<file path="src/rtl/branch_predictor.sv">
// Purpose : 8-entry direct-mapped BTB with 2-bit saturating direction counters.
// Latency : prediction is combinational from PC_curr; updates commit on the rising clk edge.
// Backpr. : none; one lookup and one update are accepted every cycle, including the same index.
//
// Ports:
//   clk, rst_n        - clock, asynchronous active-low reset
//   PC_curr           - fetch PC to predict (index PC[3:1], tag PC[15:4], PC[0] ignored)
//   IF_ID_PC_curr     - PC of the branch being resolved in decode
//   wen_BHT / wen_BTB - counter step / target write strobes
//   actual_taken      - resolved direction
//   actual_target     - resolved target
//   predicted_taken   - hit && counter[1]
//   predicted_target  - stored target when predicted taken, else PC_curr+2
//
// Option: define BP_BYPASS_EN to forward a same-cycle update into the lookup.
module branch_predictor (
  input  logic        clk,
  input  logic        rst_n,
  input  logic [15:0] PC_curr,
  input  logic [15:0] IF_ID_PC_curr,
  input  logic        wen_BHT,
  input  logic        wen_BTB,
  input  logic        actual_taken,
  input  logic [15:0] actual_target,
  output logic        predicted_taken,
  output logic [15:0] predicted_target
);

  localparam int N_ENT = 8;

  logic        valid_q  [N_ENT];
  logic [11:0] tag_q    [N_ENT];
  logic [15:0] target_q [N_ENT];
  logic [1:0]  cnt_q    [N_ENT];

  logic        valid_d  [N_ENT];
  logic [11:0] tag_d    [N_ENT];
  logic [15:0] target_d [N_ENT];
  logic [1:0]  cnt_d    [N_ENT];

  logic [2:0]  widx;
  logic [11:0] wtag;
  logic        wr_hit;
  logic        alloc;

  logic [2:0]  ridx;
  logic        lk_valid;
  logic [11:0] lk_tag;
  logic [15:0] lk_target;
  logic [1:0]  lk_cnt;
  logic        hit;
  logic [15:0] pc_plus2;

  // Bit 0 of a halfword-aligned PC carries no information.
  logic unused_if_id_lsb;
  assign unused_if_id_lsb = IF_ID_PC_curr[0];

  assign widx   = IF_ID_PC_curr[3:1];
  assign wtag   = IF_ID_PC_curr[15:4];
  assign wr_hit = valid_q[widx] && (tag_q[widx] == wtag);
  // A target write into an empty or foreign entry replaces it and reseeds the counter.
  assign alloc  = wen_BTB && !wr_hit;

  always_comb begin
    valid_d  = valid_q;
    tag_d    = tag_q;
    target_d = target_q;
    cnt_d    = cnt_q;

    if (wen_BTB) begin
      valid_d[widx]  = 1'b1;
      tag_d[widx]    = wtag;
      target_d[widx] = actual_target;
    end

    // Counters are untagged: a plain step applies even when the tag differs.
    // Allocation takes priority over a same-cycle step.
    if (alloc) begin
      cnt_d[widx] = actual_taken ? 2'b10 : 2'b01;
    end else if (wen_BHT) begin
      if (actual_taken) begin
        if (cnt_q[widx] != 2'b11) cnt_d[widx] = cnt_q[widx] + 2'd1;
      end else begin
        if (cnt_q[widx] != 2'b00) cnt_d[widx] = cnt_q[widx] - 2'd1;
      end
    end
  end

  always_ff @(posedge clk or negedge rst_n) begin
    if (!rst_n) begin
      for (int i = 0; i < N_ENT; i++) begin
        valid_q[i]  <= 1'b0;
        tag_q[i]    <= 12'h000;
        target_q[i] <= 16'h0000;
        cnt_q[i]    <= 2'b01;
      end
    end else begin
      valid_q  <= valid_d;
      tag_q    <= tag_d;
      target_q <= target_d;
      cnt_q    <= cnt_d;
    end
  end

  assign ridx     = PC_curr[3:1];
  assign pc_plus2 = PC_curr + 16'd2;

`ifdef BP_BYPASS_EN
  // Next-state arrays differ from the registers only at the written index, so
  // reading them forwards a same-index update. Held off while in reset, where
  // the update will be discarded anyway.
  always_comb begin
    if (rst_n) begin
      lk_valid  = valid_d[ridx];
      lk_tag    = tag_d[ridx];
      lk_target = target_d[ridx];
      lk_cnt    = cnt_d[ridx];
    end else begin
      lk_valid  = valid_q[ridx];
      lk_tag    = tag_q[ridx];
      lk_target = target_q[ridx];
      lk_cnt    = cnt_q[ridx];
    end
  end
`else
  always_comb begin
    lk_valid  = valid_q[ridx];
    lk_tag    = tag_q[ridx];
    lk_target = target_q[ridx];
    lk_cnt    = cnt_q[ridx];
  end
`endif

  assign hit              = lk_valid && (lk_tag == PC_curr[15:4]);
  assign predicted_taken  = hit && lk_cnt[1];
  assign predicted_target = predicted_taken ? lk_target : pc_plus2;

endmodule

</file>
<file path="config.mk">
export PLATFORM = sky130hd
export DESIGN_NAME = branch_predictor
export DESIGN_NICKNAME = d
export VERILOG_FILES = /design/src/rtl/branch_predictor.sv
export SDC_FILE = /design/constraint.sdc
export NUM_CORES = 1
export LEC_CHECK = 0
export ABC_AREA = 1
export BUFFER_PORTS_ARGS = -buffer_cell sky130_fd_sc_hd__buf_2
export CAP_MARGIN = 20
export CORE_ASPECT_RATIO = 1.75
export CORE_MARGIN = 2
export CORE_UTILIZATION = 35
export DETAILED_ROUTE_END_ITERATION = 8
export GPL_ROUTABILITY_DRIVEN = 0
export SLEW_MARGIN = 20
export SYNTH_ARGS = -nofsm -noshare
export SYNTH_HDL_FRONTEND = slang
export SYNTH_SLANG_ARGS = --single-unit
</file>
<file path="constraint.sdc">
create_clock -name clk -period 2.1 [get_ports clk]
set_input_delay 0.21 -clock clk [delete_from_list [all_inputs] [get_ports clk]]
set_output_delay 0.21 -clock clk [all_outputs]
set_load 0.01 [all_outputs]
</file>
==> impl_metrics.yaml <==
sta:
  relSlewSlack_pct: 54.1
  setup_ws_ps: -631
  rsz0062_at_grt: "yes"
  hold_viol: 0
  slew_violations: 0
  timing.fmax_ghz: 0.366
  skew_ps: 10.5
  finalCriticalPeriod_ps: 2730
  setup-violations-final: 33
  tightest_slew_ps: 689
  layout_worst_path_cycle_share_pct: 130
routing:
  vias_per_cell: 5.16
  drt_iter0_drc: 912
  drt_pass1_iterations: 5
  wl_per_cell_um: 17.7
  postRouteAntennaNets: 0
  drc: 0
  drt_wl_total_um: 45700
  vias: 13295
logic_synthesis:
  synth_fp_nets: 1946
  synth-seq-cells: 248
  yosys_warnings: 0
  synth_flop_cell: "dfrtp_1"
  async_flop_share_pct: 100
  synthCells: 1890
  synth.distinct_cells: 37
  synth_edf_count: 0
  netlist_area_um2: 13700
  syn_avg_cell_area_um2: 7.25
  yosysSeqAreaShare_pct: 45.4
floorplanning:
  ioPinCount: 70
  die_h_um: 266
  initial_core_util_pct: 35.6
  dieArea_um2: 40800
  die_x_um: 154
  coreArea_um2: 38500
  core.rowCount: 95
worst_hold_path:
  whs_endpoint: "target_q[37]$_DFFE_PN0P_"
  hold_start: "actual_target[5]"
  min_path_type: "input pin to flip-flop"
  whs_path_depth: 3
critical_path:
  crit_chain: "inv_2 -> a21oi_1 -> o21ai_1 -> nand3_1 -> buf_4 -> nand3_2 -> and2_1 -> nand3b_1 -> nor2_4 -> nand2_4 -> clkbuf_16 -> nand2_2 -> nand2_1 -> inv_1 -> buf_2"
  arrival_ps: 2520
  rr_worst_depth: 22
  r2r_setup_slack_ps: -310
  r2r_end: "cnt_q[7]$_DFFE_PN0P_"
  slowest_delay_ps: 390
  slowest_stage: "dfrtp_1"
  r2r-start: "tag_q[55]$_DFFE_PN0P_"
  cp-start-kind: "flip-flop"
  crit_required_ps: 1890
  critical_path_class: "flip-flop to output pin"
  crit_path_max_fanout: 5
  end_kind: "output pin"
clock_tree:
  cts_buffers: 26
  clk_pin_slew_ps: 60
  cts_root_buf: "clkbuf_16"
  cts_tree: "yes"
  clockBufferDepth: 3
  htreeDepth: 1
  insertion_delay_ps: 550
  clock_sinks: 248
global_routing:
  overflow: 0
  track_usage_pct: 22.3
  grt_pass1_vias: 13126
  antenna_found_initial: 1
  grt_first_pass_wirelength_um: 72500
  grt_max_degree: 69
placed_design:
  place_ws_ps: -535
  placed_area_um2: 15900
  port-buffer-count: 68
  hpwl_um: 30900
run_status:
  violations: "negative setup slack"
  status: "finished, violations left"
power:
  irDropWorstVdd_mv: 0.647
  powerDensity_nw_per_um2: 803
  total_power_w: 0.0141
  p_leak_nw: 8.78
layout:
  drive_above_1_share_pct: 22.9
  area_growth_pct: 27.8
  final_util_pct: 45.4
  stdcell_area_um2: 17500
  fin_nets: 2133
job:
  maxCapViolations: 0
sequential cells by signal (all words and copies together), names as in the netlist:
name	cells
cnt_q	16
valid_q	8
tag_q	96
target_q	128
report_power, final:
group	internal [W]	switching [W]	leakage [nW]	total, W
Sequential	0.00567	0.000532	3.08	0.00620
Combinational	0.00141	0.00188	5.29	0.00330
Clock	0.00263	0.00193	0.408	0.00456
Total	0.00971	0.00435	8.78	0.0141
cells by family after synthesis:
logic type	Yosys count	synth area share (%)
adders and majority gates	3	0.274
buffers and inverters	297	9.15
DFF	248	45.4
AOI/OAI and AO/OA	459	18.2
and+or+nand+nor	866	25.9
xor gates and xnor gates	17	1.09
what timing repair did:
| action | 4_1_cts | 5_1_grt |
|---|---|---|
| gates resized for setup | 86 | 82 |
| gates cloned | 0 | 2 |
| pin swaps | 32 | 40 |
| hold buffers | 1 | 0 |
| setup buffers | 27 | 4 |
| hold endpoints to repair | 102 | 0 |
| setup endpoints to repair | 33 | 33 |
synth_stat cells (14+ instances only):
| cell type | instances | area share (%) |
|---|---|---|
| a21oi_1 | 111 | 4.1 |
| inv_1 | 169 | 4.6 |
| or2_2 | 14 | 0.64 |
| nand2_1 | 663 | 18 |
| a221oi_1 | 34 | 2.2 |
| xor2_1 | 14 | 0.90 |
| o211ai_1 | 23 | 1.3 |
| clkbuf_1 | 61 | 1.7 |
| dfrtp_1 | 240 | 44 |
| o21ai_0 | 278 | 10 |
| nor2_1 | 51 | 1.4 |
| nand3_1 | 95 | 3.5 |
| nand3b_1 | 14 | 0.77 |
| buf_2 | 32 | 1.2 |
area by class of cell:
class                      instances  area (um2)
antenna                            1        2.50
clock buffer                      37         763
clock inverter                     7        62.6
fill                            3920       21000
inverter                         176         664
multi-input combinational       1345        6720
sequential                       248        6220
tap                              485         607
timing repair buffer             280        2460
critical path, delay by kind of cell, from the launching register on:
kind / cells / cell delay, ps
buffers and inverters: 5 / 580
AND/OR/NAND/NOR: 8 / 870
AO/OA/AOI/OAI: 2 / 120
flip-flops: 1 / 390
layer usage:
| layer | share of wire [%] | vias to the layer above | global-route usage (%) |
|---|---|---|---|
| met3 | 4.5 | 89 | 1.86 |
| met2 | 52 | 401 | 40.5 |
| met4 | 4.0 | 0 | 10.2 |
| li1 | - | 6493 | - |
| met5 | 0 | - | 0 |
| met1 | 40 | 6312 | 26.6 |
how the worst max path moves through the flow:
stage	from	slack, ps	cells after the start	end
5_1_grt	tag_q[55]$_DFFE_PN0P_	-780	15	predicted_target[1]
3_5_place_dp	PC_curr[1]	-530	16	predicted_target[14]
3_3_place_gp	PC_curr[1]	-520	16	predicted_target[14]
2_1_floorplan	IF_ID_PC_curr[1]	3	18	cnt_q[15]$_DFFE_PN0P_
4_1_cts	tag_q[36]$_DFFE_PN0P_	-600	15	predicted_target[2]
6_report	tag_q[69]$_DFFE_PN0P_	-630	15	predicted_target[11]
cells in the final DEF (no fill, tap or decap), types with 11 or more instances in the layout:
cell	count
o21ai_1	19
nor2_1	44
inv_2	19
buf_12	29
a21oi_1	99
inv_1	154
nand3b_1	14
o21ai_0	264
or2_2	14
nand2_2	54
nand3_1	90
dfrtp_1	240
buf_4	165
clkbuf_16	29
buf_6	25
nor2_2	11
buf_2	57
nand2_1	591
a221oi_1	34
o211ai_1	23
nand2_4	19
xor2_1	14
through the flow:
stage                     instances  hold WS, ps  TNS (ps)
after CTS                      2574         21.8    -13310
after floorplan                1890        -85.6         0
after global placement         2513          153    -11860
after global routing           2579         61.4    -19040
after detailed placement       2513          160    -11900
final                          2579         33.9    -14270
Power figures use the tool's default switching activity.
